$ cat config.mk
export PLATFORM = sky130hd
export DESIGN_NAME = hand_accumulator
export DESIGN_NICKNAME = d
export VERILOG_FILES = /design/src/rtl/baccarat_pkg.sv /design/src/rtl/hand_accumulator_card_to_value.sv /design/src/rtl/hand_accumulator.sv
export SDC_FILE = /design/constraint.sdc
export NUM_CORES = 1
export LEC_CHECK = 0
export ABC_CLOCK_PERIOD_IN_PS = 3000
export BUFFER_PORTS_ARGS = -buffer_cell sky130_fd_sc_hd__buf_4
export CAP_MARGIN = 10
export CORE_ASPECT_RATIO = 0.9
export CORE_MARGIN = 3
export CORE_UTILIZATION = 54
export CTS_BUF_LIST = sky130_fd_sc_hd__clkbuf_2 sky130_fd_sc_hd__clkbuf_4 sky130_fd_sc_hd__clkbuf_8
export DETAILED_ROUTE_END_ITERATION = 10
export PLACE_DENSITY = 0.76
export SLEW_MARGIN = 10
export SYNTH_ARGS = -nofsm -noshare
export SYNTH_HDL_FRONTEND = slang
export SYNTH_HIERARCHICAL = 1
export SYNTH_SLANG_ARGS = --single-unit
$ cat constraint.sdc
create_clock -name slow_clock -period 3 [get_ports slow_clock]
set_clock_uncertainty 0.15 [all_clocks]
set_input_delay 0.3 -clock slow_clock [delete_from_list [all_inputs] [get_ports slow_clock]]
set_output_delay 0.3 -clock slow_clock [all_outputs]
set_load 0.02 [all_outputs]
$ cat src/rtl/baccarat_pkg.sv
// baccarat_pkg: card codes, natural bounds and hand FSM states
// shared by the baccarat hand datapath.
package baccarat_pkg;

    typedef logic [3:0] card_t;

    localparam card_t CARD_ACE  = 4'd1;
    localparam card_t CARD_TEN  = 4'd10;
    localparam card_t CARD_KING = 4'd13;

    localparam int NATURAL_LO = 8;
    localparam int NATURAL_HI = 9;

    typedef enum logic [1:0] {
        ST_EMPTY   = 2'd0,
        ST_COLLECT = 2'd1,
        ST_DONE    = 2'd2
    } hand_state_e;

    // Legal codes are ace through king.
    function automatic logic card_is_legal(input card_t c);
        return (c >= CARD_ACE) && (c <= CARD_KING);
    endfunction

endpackage

$ cat src/rtl/hand_accumulator_card_to_value.sv
// card_to_value: maps a dealt card code to its baccarat point value.
// Tens and faces score zero; out-of-range codes score zero and flag illegal.
module card_to_value
    import baccarat_pkg::*;
(
    input  card_t      card,
    output logic [3:0] value,
    output logic       illegal
);

    // Decode the code into a value in 0..9 and a legality flag.
    always_comb begin
        value   = '0;
        illegal = 1'b0;
        unique case (1'b1)
            (card >= CARD_ACE) && (card < CARD_TEN): begin
                value = card;
            end
            (card >= CARD_TEN) && (card <= CARD_KING): begin
                value = '0;
            end
            default: begin
                illegal = 1'b1;
            end
        endcase
    end

endmodule

$ cat src/rtl/hand_accumulator.sv
// hand_accumulator: running baccarat hand score over a valid/ready card port.
// Define HAND_HISTORY_EN to add a readable per-hand card history (rd_idx/rd_card).
module hand_accumulator
    import baccarat_pkg::*;
#(
    parameter int MAX_CARDS = 3,
    parameter int MODULUS   = 10,
    parameter int SCORE_W   = $clog2(MODULUS),
    parameter int CNT_W     = $clog2(MAX_CARDS + 1)
) (
    input  logic               slow_clock,
    input  logic               resetb,
    input  logic               clear,
    input  logic               card_valid,
    input  logic [3:0]         card,
    output logic               card_ready,
    output logic [SCORE_W-1:0] score,
    output logic [CNT_W-1:0]   num_cards,
    output logic               full,
    output logic               natural,
`ifdef HAND_HISTORY_EN
    input  logic [CNT_W-1:0]   rd_idx,
    output logic [3:0]         rd_card,
`endif
    output logic               illegal
);

    localparam int SUM_W = SCORE_W + 1;

    hand_state_e        state;
    hand_state_e        state_nxt;
    logic [3:0]         value;
    logic               code_bad;
    logic               accept;
    logic [SUM_W-1:0]   sum;
    logic [SCORE_W-1:0] score_nxt;
    logic [CNT_W-1:0]   cnt_nxt;
    logic               last_card;
    logic               nat_nxt;

    card_to_value u_value (
        .card    (card),
        .value   (value),
        .illegal (code_bad)
    );

    assign full       = (state == ST_DONE);
    assign card_ready = !full && !clear;
    assign accept     = card_valid && card_ready;

    // Value is at most 9 and below the modulus, so one subtract wraps the sum.
    assign sum       = {1'b0, score} + SUM_W'(value);
    assign score_nxt = (sum >= SUM_W'(MODULUS))
                     ? SCORE_W'(sum - SUM_W'(MODULUS))
                     : SCORE_W'(sum);
    assign cnt_nxt   = num_cards + CNT_W'(1);
    assign last_card = (cnt_nxt == CNT_W'(MAX_CARDS));

    // A natural is judged on the hand as it will stand after this card.
    assign nat_nxt = (cnt_nxt == CNT_W'(2))
                  && ((score_nxt == SCORE_W'(NATURAL_LO))
                   || (score_nxt == SCORE_W'(NATURAL_HI)));

    // Next hand state: fill up on accepts, clear always returns to empty.
    always_comb begin
        state_nxt = state;
        unique case (state)
            ST_EMPTY: begin
                if (accept) begin
                    state_nxt = last_card ? ST_DONE : ST_COLLECT;
                end
            end
            ST_COLLECT: begin
                if (accept && last_card) begin
                    state_nxt = ST_DONE;
                end
            end
            ST_DONE: begin
                state_nxt = ST_DONE;
            end
            default: begin
                state_nxt = ST_EMPTY;
            end
        endcase
        if (clear) begin
            state_nxt = ST_EMPTY;
        end
    end

    // Hand state register.
    always_ff @(posedge slow_clock or negedge resetb) begin
        if (!resetb) begin
            state <= ST_EMPTY;
        end else begin
            state <= state_nxt;
        end
    end

    // Score, count and flags move only on an accepted card or a clear.
    always_ff @(posedge slow_clock or negedge resetb) begin
        if (!resetb) begin
            score     <= '0;
            num_cards <= '0;
            natural   <= 1'b0;
            illegal   <= 1'b0;
        end else if (clear) begin
            score     <= '0;
            num_cards <= '0;
            natural   <= 1'b0;
            illegal   <= 1'b0;
        end else if (accept) begin
            score     <= score_nxt;
            num_cards <= cnt_nxt;
            natural   <= nat_nxt;
            illegal   <= illegal | code_bad;
        end
    end

`ifdef HAND_HISTORY_EN
    card_t hist [MAX_CARDS];

    // Each accepted card lands in the slot given by the pre-increment count.
    always_ff @(posedge slow_clock or negedge resetb) begin
        if (!resetb) begin
            for (int i = 0; i < MAX_CARDS; i++) begin
                hist[i] <= '0;
            end
        end else if (clear) begin
            for (int i = 0; i < MAX_CARDS; i++) begin
                hist[i] <= '0;
            end
        end else if (accept) begin
            for (int i = 0; i < MAX_CARDS; i++) begin
                if (num_cards == CNT_W'(i)) begin
                    hist[i] <= card;
                end
            end
        end
    end

    // Read port returns zero for slots not yet dealt this hand.
    always_comb begin
        rd_card = '0;
        for (int i = 0; i < MAX_CARDS; i++) begin
            if ((rd_idx == CNT_W'(i)) && (rd_idx < num_cards)) begin
                rd_card = hist[i];
            end
        end
    end
`endif

endmodule

# After elaboration in Yosys (flattened, before gate mapping)
# Index checks and enable logic that the tools add are counted.
[classes] n_reduce_logical=13 eq_ne=8 n_bitwise=1 n_lt_le_gt_ge=5 addsub=3 n_mux=16
[ops] operator="4-bit two-way mux" count=4
[ops] operator="2-bit two-way mux" count=6
[ops] operator="4-bit == test, second input constant" count=2
[ops] operator="2-bit == test, second input constant" count=3
[ops] operator="1-bit logical AND" count=6
[ops] operator="3-bit inequality test, second input constant" count=2
[ops] operator="2-bit case mux with 3 select lines" count=1
[ops] operator="4-bit by 4-bit adder with 5-bit output" count=1
[ops] operator="5-bit by 4-bit greater-or-equal comparator with 1-bit output, second input constant" count=1
[ops] operator="1-bit two-way mux" count=5
[ops] operator="4-bit by 1-bit greater-or-equal comparator with 1-bit output, second input constant" count=1
[ops] operator="4-bit greater-or-equal comparator, second input constant" count=1
[ops] operator="4-bit less-or-equal comparator, second input constant" count=1
[ops] operator="4-bit less-than comparator, second input constant" count=1
[ops] operator="4-bit subtractor, second input constant" count=1
[ops] operator="2-bit by 1-bit adder with 2-bit output, second input constant" count=1
[ops] operator="2-bit by 1-bit == test with 1-bit output, second input constant" count=1
[ops] operator="1-bit logical NOT" count=2
[ops] operator="2-bit logical NOT" count=1
[ops] operator="2-bit AND reduction" count=1
[ops] operator="2-bit nonzero test" count=1
[ops] operator="2-bit OR reduction" count=1
[ops] operator="1-bit logical OR" count=1
[ops] operator="1-bit bitwise OR" count=1
[totals] ff_bits=10 elab_cells=51 out_inout_bits=10

# Depth between registers and ports, before layout
# Gate-level depths: netlist of run 1.
[logic_depth] depth_word=11 mapped_depth=12 ltp_nobuf=12

# Modules after synthesis
# Netlist of run 1, hierarchy kept.
[modules_own_cells] module="hand_accumulator" seq_area_each_um2=250.2 area_each_um2=733.2 instances=1 cells_per_inst=79
[modules_own_cells] module="card_to_value" seq_area_each_um2=0.0 area_each_um2=46.3 instances=1 cells_per_inst=7

# Worst setup path before layout of run 1
# OpenSTA, ideal clock, no wires.
[synth_timing] path_type="input port to flip-flop" from="input card[2]" to="register natural" required_time_ns=2.728 slack_ns=0.071 arrival_time_ns=2.658 path_stages=12 path_cell_list="o21ai_0 -> and2_1 -> ha_1 -> fa_1 -> xnor2_1 -> ha_1 -> inv_1 -> a31oi_1 -> o21ai_1 -> a211o_1 -> mux2i_1 -> a32o_1"
[synth_via] elab_chain_cells=11 word_cells_on_any_way=14
[synth_rtl] item="start, declared" line_no="hand_accumulator.sv:15" rtl="input logic [3:0] card,"
[synth_rtl] item="4-bit by 1-bit greater-or-equal comparator with 1-bit output or 4-bit less-than comparator (tied branches)" line_no="hand_accumulator_card_to_value.sv:16" rtl="(card >= CARD_ACE) && (card < CARD_TEN): begin"
[synth_rtl] item="1-bit logical AND *" line_no="hand_accumulator_card_to_value.sv:16"
[synth_rtl] item="4-bit two-way mux *" line_no="hand_accumulator_card_to_value.sv:15" rtl="unique case (1'b1)"
[synth_rtl] item="net value[0]" line_no="hand_accumulator.sv:32" rtl="logic [3:0] value;"
[synth_rtl] item="4-bit by 4-bit adder with 5-bit output *" line_no="hand_accumulator.sv:52" rtl="assign sum = {1'b0, score} + SUM_W'(value);"
[synth_rtl] item="4-bit subtractor or 5-bit by 4-bit greater-or-equal comparator with 1-bit output (tied branches)" line_no="hand_accumulator.sv:54, hand_accumulator.sv:53"
[synth_rtl] item="4-bit two-way mux *" line_no="hand_accumulator.sv:54" rtl="? SCORE_W'(sum - SUM_W'(MODULUS))"
[synth_rtl] item="4-bit == test (on tied branches)" line_no="hand_accumulator.sv:61, hand_accumulator.sv:62"
[synth_rtl] item="1-bit logical OR *" line_no="hand_accumulator.sv:62" rtl="|| (score_nxt == SCORE_W'(NATURAL_HI)));"
[synth_rtl] item="1-bit logical AND *" line_no="hand_accumulator.sv:61" rtl="&& ((score_nxt == SCORE_W'(NATURAL_LO))"
[synth_rtl] item="1-bit two-way mux *" line_no="hand_accumulator.sv:111" rtl="end else if (accept) begin"
[synth_rtl] item="1-bit two-way mux *" line_no="hand_accumulator.sv:106" rtl="end else if (clear) begin"
[synth_rtl] item="end signal, assigned" line_no="hand_accumulator.sv:114" rtl="natural <= nat_nxt;"
[synth_rtl] item="end, declared" line_no="hand_accumulator.sv:20" rtl="output logic natural,"
# The timed path passes the listed nets; every way through them passes the cells marked *. The select of a mux whose other input is x is not followed.
# A chain may end at the register's enable or synchronous reset.

# Worst setup path after layout of run 1
[layout_timing] from="register score[0]" to="register natural"
[layout_via] elab_chain_cells=8 word_cells_on_any_way=10
[layout_rtl] item="start, declared" line_no="hand_accumulator.sv:17" rtl="output logic [SCORE_W-1:0] score,"
[layout_rtl] item="start signal, assigned" line_no="hand_accumulator.sv:112" rtl="score <= score_nxt;"
[layout_rtl] item="4-bit by 4-bit adder with 5-bit output *" line_no="hand_accumulator.sv:52"
[layout_rtl] item="4-bit subtractor or 5-bit by 4-bit greater-or-equal comparator with 1-bit output (tied branches)" line_no="hand_accumulator.sv:54, hand_accumulator.sv:53"
[layout_rtl] item="4-bit two-way mux *" line_no="hand_accumulator.sv:54"
[layout_rtl] item="4-bit == test (on tied branches)" line_no="hand_accumulator.sv:61, hand_accumulator.sv:62"
[layout_rtl] item="1-bit logical OR *" line_no="hand_accumulator.sv:62"
[layout_rtl] item="1-bit logical AND *" line_no="hand_accumulator.sv:61"
[layout_rtl] item="1-bit two-way mux *" line_no="hand_accumulator.sv:111"
[layout_rtl] item="1-bit two-way mux *" line_no="hand_accumulator.sv:106"
# Every way passes the cells marked *; elsewhere a longest branch is shown, timed or not. The select of a mux whose other input is x is not followed.

==> run summary, run 1 <==
The maximum vdd ir drop came out at 498 µV. After clock tree synthesis, the clock-pin slew on the worst setup and hold paths is 0.08 ns. The maximum level of the CTS H-tree came out at 1.

The buffer depth of the longest clock path came out at 2. The CTS tree is done. The pre-CTS setup slack is -0.134 ns.

The growth of design area from synthesis to finish is 34.5%. The starting density of the core came out at 60.4%. Global routing consumed, over all layers together, 20.7% of the routing resources. The data arrival at the endpoint of the critical path is 2.87 ns. The weighted congestion at the end of routability-driven global placement is 0.814. The die covers 1940 µm². The final cell utilization of the core came out at 81.2%. The net total in the final layout is 137. The number of rows in the core area came out at 12. The number of antenna violations at the first check in global routing is 0.

The TritonCTS buffer count came out at 3. The number of vias in the routed layout came out at 754. Summed over all cells, the static leakage comes to 0.531 nW. The number of instances in the synthesized netlist came out at 86. The count of final setup violators came out at 0.

The post-CTS setup buffer count came out at 0. The fraction of final layout cells with drive strength greater than 1 is 27.6%. The final hold violation count is 0.

The worst setup path is of the reg -> reg kind. The first TritonRoute pass finished after 4 iterations. The maximum number of pins on one net before global-route repair is 13. The share of the yosys chip area belonging to registers is 32.1%.

The tree is rooted in a clkbuf_4. The number of nets with antenna violations after detailed routing came out at 0. The count of final max-slew check failures came out at 0. The clock insertion delay at the later pin of the skew report is 0.26 ns.

The minimum setup slack in the final design is 0.137 ns. The average cell area after synthesis came out at 9.06 µm². The ratio of routed vias to standard cells came out at 5.80. The run finished with clean final reports. The kind of start point of the critical path is a register. The worst setup path is captured at a register. The commonest register cell after synthesis is dfrtp_1. In this run the vertical extent of the chip is 42.0 µm. At the pin with the least slew margin, the transition time is 0.414 ns. Yosys printed 6 warnings. Power spread over the standard cell area amounts to 755 nW/µm².

The worst hold path belongs to the class in -> reg. During placement, the flow inserted port buffers numbering 17. The final critical-path share of the clock period is 95.4%. The maximum fanout along the worst path is 3. The number of max-capacitance violations reported came out at 0. In this run the standard cell core region covers 1290 µm². The detailed-route wire length per cell came out at 14.4 µm.

The floorplan step set the die width to 46.1 µm. The highest clock rate came out at 349 MHz. The headroom to the max-slew limit came out at 72.4%.

The total wire length is 1.87 mm. The remaining global-route overflow came out at 0. The number of nets in the synthesized netlist is 106. The required time at the endpoint of the critical path is 3.00 ns.

The final critical-path required period is 2.86 ns. The count of antenna diodes in the layout came out at 0. The clock drives 10 sinks. The placed wire-length estimate is 1.46 mm. The global-route wire length before repair came out at 2.96 mm. The distinct cell type count of the synthesized netlist came out at 32.

Of all flip-flops after synthesis, the portion carrying an async set or reset was 100%. In this run the count of I/O pins placed on the die edge is 18. The flop and latch count out of synthesis is 10. The number of enable-type register cells in the synthesized netlist came out at 0. The detailed router finished its first iteration with 19 violations.

The post-detailed-route DRC marker count came out at 0. The post-synth design cell area came out at 779 µm². The via count of the first global-routing pass is 685.
-- logic make-up after synthesis --
group                    after synthesis  share of synthesized area [%]
adder cells (fa/ha/maj)               12                           20.2
AND/OR/NAND/NOR                       25                           16.7
XOR/XNOR                               2                           2.25
multiplexers                           2                           2.57
flip-flops                            10                           32.1
AO/OA/AOI/OAI                         25                           21.3
buffers and inverters                 10                           4.81
-- layout by cell type (no fill, tap or decap), types with 2 or more instances in the layout --
cell,Yosys,routed
nand2_1,4,4
a21oi_1,6,6
mux2i_1,2,2
nor2b_1,2,2
clkbuf_4,0,3
nor2_1,5,5
a22o_1,2,2
buf_4,0,26
nand3_1,2,2
and2_1,3,3
dfrtp_1,10,10
a211oi_1,2,2
a21o_1,2,2
o21ai_0,5,5
ha_1,11,11
nor3_1,3,3
inv_1,9,9
-- layer usage --
metal	global-route usage [%]	share of wire, %
met1	29.8	48
met4	6.82	0
met2	30.5	46
met3	4.29	6.4
met5	0	0
-- report_power, final --
| group | switching, mW | leakage, nW | internal (mW) | total (mW) |
|---|---|---|---|---|
| Combinational | 0.246 | 0.375 | 0.222 | 0.468 |
| Sequential | 0.0335 | 0.135 | 0.166 | 0.200 |
| Clock | 0.0513 | 0.0210 | 0.0736 | 0.125 |
-- synth_stat cells (all sizes together), types with 2 or more instances --
cell    count  area, µm²
xnor2       2       17.5
a21o        2       15.0
and2        3       18.8
nor2b       2       12.5
o21ai       6       30.0
nor2        5       18.8
a211oi      2       15.0
a21oi       6       30.0
nand3       2       10.0
nor3        3       15.0
a22o        2       17.5
nand2       4       15.0
dfrtp      10        250
ha         11        138
inv         9       33.8
mux2i       2       20.0
-- worst max-delay path, cell delays in order (launching register included) --
cell and delay, ns:
dfrtp_1 0.40, ha_1 0.22, fa_1 0.44, xnor2_2 0.23, ha_1 0.21, inv_1 0.08
a31oi_2 0.17, o21ai_1 0.09, a211o_1 0.35, mux2i_1 0.15, a32o_1 0.26
-- final cells by class --
cell class	instances	area, µm²
sequential	10	250
multi-input combinational	66	505
timing repair buffer	27	205
clock buffer	4	36.3
inverter	9	33.8
tap	14	17.5
fill	99	243
-- stage by stage --
| step | total power [mW] | instances | hold WS, ns | cell area [µm²] | setup TNS, ns |
|---|---|---|---|---|---|
| floorplan | 0.470 | 86 | -0.146 | 779 | 0 |
| global placement | 0.624 | 125 | -0.0164 | 988 | -0.0287 |
| detailed placement | 0.643 | 125 | -0.0132 | 988 | -0.247 |
| CTS | 0.775 | 130 | 0.0888 | 1030 | 0 |
| global route | 0.853 | 130 | 0.0854 | 1050 | -0.0125 |
| finish | 0.792 | 130 | 0.100 | 1050 | 0 |
-- what timing repair did --
item	in CTS	in global routing
setup endpoints to repair	0	3
hold buffers	1	0
resized for setup	0	2
hold endpoints to repair	10	0
-- worst paths after layout --
check	slack, ns	depth (start not counted)	end	from
worst max-delay path	0.14	10	natural	score[0]
min in group asynchronous	0.24	2	state[1]	resetb
max in group asynchronous	2.32	2	score[3]	resetb
worst min-delay path	0.10	2	illegal	clear
worst max register to register	0.14	10	natural	score[0]
worst min register to register	0.35	2	illegal	illegal
-- registers in the layout, summed over array words and instances, names as in the netlist --
name / flops
score: 4
num_cards: 2
state: 2
illegal: 1
natural: 1
Note: power is estimated with default switching activity, not from simulation.
==> inputs of run 2 (changes only) <==
- PLACE_DENSITY: 0.76 -> 0.8
==> run 2 against run 1 <==
Net effect:
- global-route usage decreased by 1.2 points
- routed wire length decreased by 9.7%
- combinational power decreased by 5.3%
- sequential share of layout area increased by 0.32 points
- cell count unchanged
- die area unchanged
- non-clock buffer count unchanged
- flip-flop and latch count unchanged
- worst setup slack improved by 0.046 ns
- critical path depth unchanged
==> run summary, run 2 (synthesis gave the netlist of run 1 again) <==
The run finished with clean final reports. The worst setup path is of the reg -> reg kind. The y dimension of the die is 42.0 µm (unchanged). The data arrival at the endpoint of the critical path came out at 2.82 ns (-0.05 ns). The buffer depth of the longest clock path came out at 2 (unchanged). The number of max-capacitance violations reported came out at 0 (unchanged). The detailed-route wire length per cell is 13.0 µm (-9.7%). The weighted congestion at the end of routability-driven global placement came out at 0.915 (+12%). The final cell utilization of the core came out at 80.1% (-1.1 points).

The cell family contributing the most delay on the critical path is compound AO/OA/AOI/OAI gates. The most critical setup path has its endpoint at natural. The post-cts repair resize count is 0 (unchanged). The final critical-path share of the clock period is 93.9% (-1.5 points). The via count of the first global-routing pass came to 655 (-4.4%). The sequential group share of total power came out at 26.1% (+0.9 points). The total die area is 1940 µm² (unchanged). The share of power burned in combinational logic is 58.2% (-0.8 points). The TritonCTS buffer count came out at 3 (unchanged). The die boundary width came to 46.1 µm (unchanged).

The worst setup path startpoint is score[0]. The highest clock rate is 355 MHz (+1.6%). The share of power burned in the clock network is 15.7% (about the same). The source of the worst register-to-register timing path is score[0]. The final hold slack came out at 0.0981 ns (-0.00206 ns). The worst reg-to-reg path cell count came out at 10 (unchanged). The number of flip-flops under the largest register name is 4 (unchanged). The count of final setup violators came out at 0 (unchanged). The global-route wire length before repair is 2.78 mm (-6.1%).

In this run the critical register-to-register path is captured at natural. The headroom to the max-slew limit came to 73.7% (+1.3 points). The count of clock tree sinks came out at 10 (unchanged).

The number of nets with antenna violations after detailed routing is 0 (unchanged). The setup TNS after final layout was 0 ns (unchanged). The cell count along the critical path is 10 (unchanged). The CTS tree is done. The overall fraction of global-route tracks in use came out at 19.5% (-1.2 points). The required time at the endpoint of the critical path is 3.00 ns (about the same). The maximum vdd ir drop was 439 µV (-12%).

The switching part of the total power is 40.7% (-1.0 points). The most frequent standard cell in the layout excluding fill and tap cells is buf_4. The maximum fanout along the worst path came to 3 (unchanged). The remaining global-route overflow is 0 (unchanged).

The DRC violation total after the first TritonRoute iteration is 35 (+16). The net total in the final layout is 137 (unchanged). The fraction of final layout cells with drive strength greater than 1 is 25.9% (-1.7 points). The count of buffer and inverter cells on the critical path came out at 1 (unchanged). The placed wire-length estimate is 1.35 mm (-7.4%). The largest registers in the layout are score: 4 flops, num_cards: 2 flops, state: 2 flops. The growth of design area from synthesis to finish came out at 32.7%. The power dissipated by switching net loads came out at 310 µW (-6.1%). The total power draw came out at 762 µW (-3.8%). The internal cell power is 452 µW (-2.1%).

The path class of the tightest hold or removal check is in -> reg. The final hold violation count came out at 0 (unchanged). The slew at the pin closest to its max-slew limit came out at 0.395 ns (-0.0196 ns). The clock insertion delay at the later pin of the skew report came out at 0.27 ns (about the same). The count of antenna diodes in the layout is 0 (unchanged). The cell that appears most often on the critical path is ha_1. The power per cell area came to 736 nW/µm² (-2.5%).

The number of port buffers is 17 (unchanged). The maximum level of the CTS H-tree was 1 (unchanged). The post-detailed-route DRC marker count is 0 (unchanged). The final critical-path required period came out at 2.82 ns (-0.0459 ns). The maximum number of pins on one net before global-route repair was 13 (unchanged).

The library cell used as clock root buffer is clkbuf_4. The area of the placeable core is 1290 µm² (unchanged). The total wire length came out at 1.69 mm (-9.7%). Setup repair after global routing left no endpoint under its margin. The critical path goes through ha_1, fa_1, xnor2_1, ha_1, inv_1, a31oi_1, o21ai_1, a211o_1, mux2i_1, a32o_1. The number of rows in the core area is 12 (unchanged). The I/O pin count came out at 18 (unchanged). The clock-pin transition on the worst setup and hold timing paths is 0.06 ns (-0.02 ns). The leakage power of the design is 0.527 nW (-0.74%). The register with the most flip-flops in the final layout is score.

The delay of the slowest critical-path stage is 0.41 ns (-0.03 ns). The number of vias in the routed layout came out at 743 (-1.5%). The kind of start point of the critical path is a register. The setup slack of the most critical reg-to-reg path is 0.18 ns (+0.05 ns).

The nature of the critical path endpoint is a register. The ratio of routed vias to standard cells was 5.72 (-1.5%). The starting density of the core is 60.4% (unchanged). On the critical path, the stage with the largest delay is an instance of fa_1. The first-pass detailed-route iteration total is 4 (unchanged).

The top cell types in the final layout, fill and taps aside, are buf_4 (26), ha_1 (11), dfrtp_1 (10). The number of antenna violations at the first check in global routing is 0 (unchanged). The count of final max-slew check failures came out at 0 (unchanged).
## run 2: cell types whose count changed in the layout (fill, tap and decap cells not counted)
cell     change
a31oi_1      +1
a31oi_2      -1
xnor2_1      +1
xnor2_2      -1
## run 2: through the flow
step,worst slack (ns),instances,instance area [µm²]
2_1_floorplan,0.0707,86,779
3_3_place_gp,0.0583,125,988
3_5_place_dp,-0.0441,125,988
4_1_cts,0.170,130,1030
5_1_grt,0.0101,130,1030
6_report,0.183,130,1030
## run 2: layout make-up
cell class	count	area, µm²
multi-input combinational	66	492
fill	103	256
sequential	10	250
timing repair buffer	27	205
clock buffer	4	36.3
inverter	9	33.8
tap	14	17.5
## run 2: worst min-delay path by stage
stage,start,endpoint,slack [ns],cells past startpoint
finish,clear,illegal,0.1,2
global route,clear,illegal,0.09,2
CTS,clear,illegal,0.09,2
detailed placement,resetb,score[0],-0.02,1
global placement,resetb,score[0],-0.02,1
floorplan,resetb,illegal,-0.15,0
## run 2: timing repair
action / in CTS / in global routing
hold buffers: 1 / 0
hold endpoints to repair: 10 / 0
setup buffers: 0 / 0
## run 2: layer usage
metal  wire length, µm  vias up  global-route usage [%]
met4                 9        0                    3.41
met1               801      340                    28.0
met3               180        2                    6.87
li1                  -      372                       -
met5                 0        -                       0
met2               698       29                    28.3
## run 2: power by group through the flow
stage / Clock, mW / Combinational, mW / Sequential, mW
floorplan: 0 / 0.249 / 0.221
global route: 0.132 / 0.491 / 0.205
detailed placement: 0 / 0.440 / 0.201
finish: 0.120 / 0.443 / 0.199
global placement: 0 / 0.429 / 0.200
CTS: 0.123 / 0.445 / 0.199
## run 2: worst reg2reg max path, cell delays in order, from the launching register on
cell and delay, ns:
dfrtp_1 0.40, ha_1 0.22, fa_1 0.41, xnor2_1 0.23
ha_1 0.21, inv_1 0.06, a31oi_1 0.20, o21ai_1 0.10
a211o_1 0.34, mux2i_1 0.13, a32o_1 0.25
==> inputs of run 3 (changes only) <==
- ABC_CLOCK_PERIOD_IN_PS: 3000 -> 3200
- TNS_END_PERCENT: default -> 5
- clock period: 3 -> 3.2 ns (I/O delays scaled with it)
==> run 3 against run 2 <==
Net effect:
- cell area down 5.8%
- sequential share of layout area increased by 1.5 points
- utilization fell by 4.7 points
- via count is 5.5% lower
- non-clock buffer count is 8 lower
==> run summary, run 3 (synthesis gave the netlist of run 1 again) <==
In the layout the commonest cells are buf_4 (18), ha_1 (11), dfrtp_1 (10). The path type of the worst setup path is reg -> reg. The die boundary width came out at 46.1 µm (unchanged). The final hold violation count came out at 0 (unchanged). The maximum fanout along the worst path is 3 (unchanged). The number of port buffers is 17 (unchanged). The met3 wirelength from detailed routing is 140 µm (-22%).

More flip-flops sit in one register than any other, and that register is score. The post-cts repair resize count is 0 (unchanged). The final critical-path required period is 2.95 ns (+0.135 ns). The via count of the first global-routing pass came out at 627 (-4.3%). Setup repair after global routing left no endpoint under its margin. The post-detailed-route DRC marker count came out at 0 (unchanged). The maximum level of the CTS H-tree is 1 (unchanged). The total area of sequential cells is 250 µm² (unchanged). The area of the placeable core came out at 1290 µm² (unchanged). The root buffer cell chosen for the clock tree is clkbuf_4. The required time at the endpoint of the critical path is 3.21 ns (+0.21 ns). The ratio of routed vias to standard cells is 5.75 (+0.68%). The y dimension of the die is 42.0 µm (unchanged). The final hold slack came to 0.110 ns (+0.0120 ns).

The kind of start point of the critical path is a register. The run finished with clean final reports. The I/O pin count came out at 18 (unchanged).

The leakage power of the design is 0.488 nW (-7.5%). The buffer depth of the longest clock path came to 2 (unchanged). The global-route wire length before repair is 2.82 mm (+1.3%). The total die area is 1940 µm² (unchanged).

The source of the worst register-to-register timing path is score[0]. The count of final setup violators is 0 (unchanged). The slew at the pin closest to its max-slew limit is 0.349 ns (-0.0456 ns). The power per cell area was 695 nW/µm² (-5.7%). The DRC violation total after the first TritonRoute iteration came to 18 (-49%).

The clock insertion delay at the later pin of the skew report came to 0.27 ns (about the same). The final critical-path share of the clock period is 92.2% (-1.7 points). The weighted congestion at the end of routability-driven global placement came to 0.843 (-7.9%). The total wire length is 1.66 mm (-2.0%). The worst setup path startpoint is score[0]. The number of vias in the routed layout came out at 702 (-5.5%).

The overall fraction of global-route tracks in use came out at 19.7% (+0.19 points). The first-pass detailed-route iteration total is 4 (unchanged). The number of antenna violations at the first check in global routing came out at 0 (unchanged). The worst hold path belongs to the class in -> reg. The number of max-capacitance violations reported came out at 0 (unchanged). The number of fill cells is 103 (unchanged). The growth of design area from synthesis to finish came out at 25.0%.

The clock-pin transition on the worst setup and hold timing paths came out at 0.07 ns (about the same). The headroom to the max-slew limit is 76.1% (+2.4 points). The maximum vdd ir drop came out at 427 µV (-2.9%). The number of nets with antenna violations after detailed routing is 0 (unchanged). The setup TNS after final layout came out at 0 ns (unchanged). The count of clock tree sinks is 10 (unchanged). The count of final max-slew check failures is 0 (unchanged). The placed wire-length estimate came out at 1.25 mm (-7.6%).

The TritonCTS buffer count came out at 3 (unchanged). The minimum setup slack in the final design is 0.248 ns (+0.0651 ns). The highest clock rate came out at 339 MHz (-4.6%). The fraction of final layout cells with drive strength greater than 1 came out at 20.4% (-5.5 points). The worst hold path begins at clear. The routed metal-1 wirelength came out at 814 µm (+1.6%). The number of flip-flops under the largest register name came out at 4 (unchanged). The detailed-route wire length per cell is 13.6 µm (+4.4%). The highest metal layer carrying signal wires in the routed design is met4.

The wire length on met2 came out at 692 µm (-0.86%). The number of rows in the core area came out at 12 (unchanged). The pre-CTS setup slack came out at 0.0248 ns (+0.0688 ns).

The library cell used most frequently in the layout, excluding fill and tap cells, is buf_4. The largest registers in the layout are score: 4 flops, num_cards: 2 flops, state: 2 flops. The net total in the final layout is 129 (-5.8%).

The final cell utilization of the core is 75.5% (-4.7 points). The starting density of the core is 60.4% (unchanged). The data arrival at the endpoint of the critical path came out at 2.96 ns (+0.14 ns). The maximum number of pins on one net before global-route repair is 13 (unchanged). The CTS tree is done.

The nature of the critical path endpoint is a register. The remaining global-route overflow is 0 (unchanged). The area taken by multi-input logic gates came out at 492 µm² (unchanged).

The count of antenna diodes in the layout came out at 0 (unchanged).
## run 3: changes by cell type in the layout (fill, tap and decap cells not counted)
cell   previous run  this run
buf_4            26        18
## run 3: final timing paths
path,endpoint,slack [ns],cells after the start
setup / recovery,natural,0.25,10
setup reg to reg,natural,0.25,10
hold / removal,illegal,0.11,2
hold reg to reg,illegal,0.36,2
min in group asynchronous,score[2],0.26,2
max in group asynchronous,score[1],2.50,2
## run 3: per-layer routing
metal / track usage (%) / vias to the layer above
li1: - / 354
met1: 30.0 / 319
met2: 26.4 / 27
met3: 6.44 / 2
met4: 5.11 / 0
met5: 0 / -
## run 3: where the power goes
part	total, mW	internal [mW]	switching, mW
registers	0.187	0.156	0.0315
logic	0.375	0.165	0.210
clock network	0.115	0.0692	0.0454
total	0.677	0.390	0.287
## run 3: worst max-delay path, stage by stage, from the launching register on
cell and delay [ns]:
dfrtp_1 0.40, ha_1 0.22, fa_1 0.42, xnor2_1 0.28
ha_1 0.25, inv_1 0.08, a31oi_1 0.18, o21ai_1 0.10
a211o_1 0.36, mux2i_1 0.14, a32o_1 0.26
## run 3: stage by stage
step,area (µm²),cells,total power [mW]
2_1_floorplan,779,86,0.441
3_3_place_gp,928,117,0.550
3_5_place_dp,928,117,0.560
4_1_cts,975,122,0.679
5_1_grt,975,122,0.735
6_report,975,122,0.677
## run 3: repair_timing
action | CTS | global route
buffers inserted | 0 | 0
hold buffers | 1 | 0
hold endpoints to repair | 10 | 0
## run 3: cell type report
cell class | instances | share of cell area, %
well taps | 14 | 1.80
flip-flops and latches | 10 | 25.7
inverters | 9 | 3.47
repair buffers | 19 | 14.9
clock buffers | 4 | 3.72
multi-input cells | 66 | 50.4
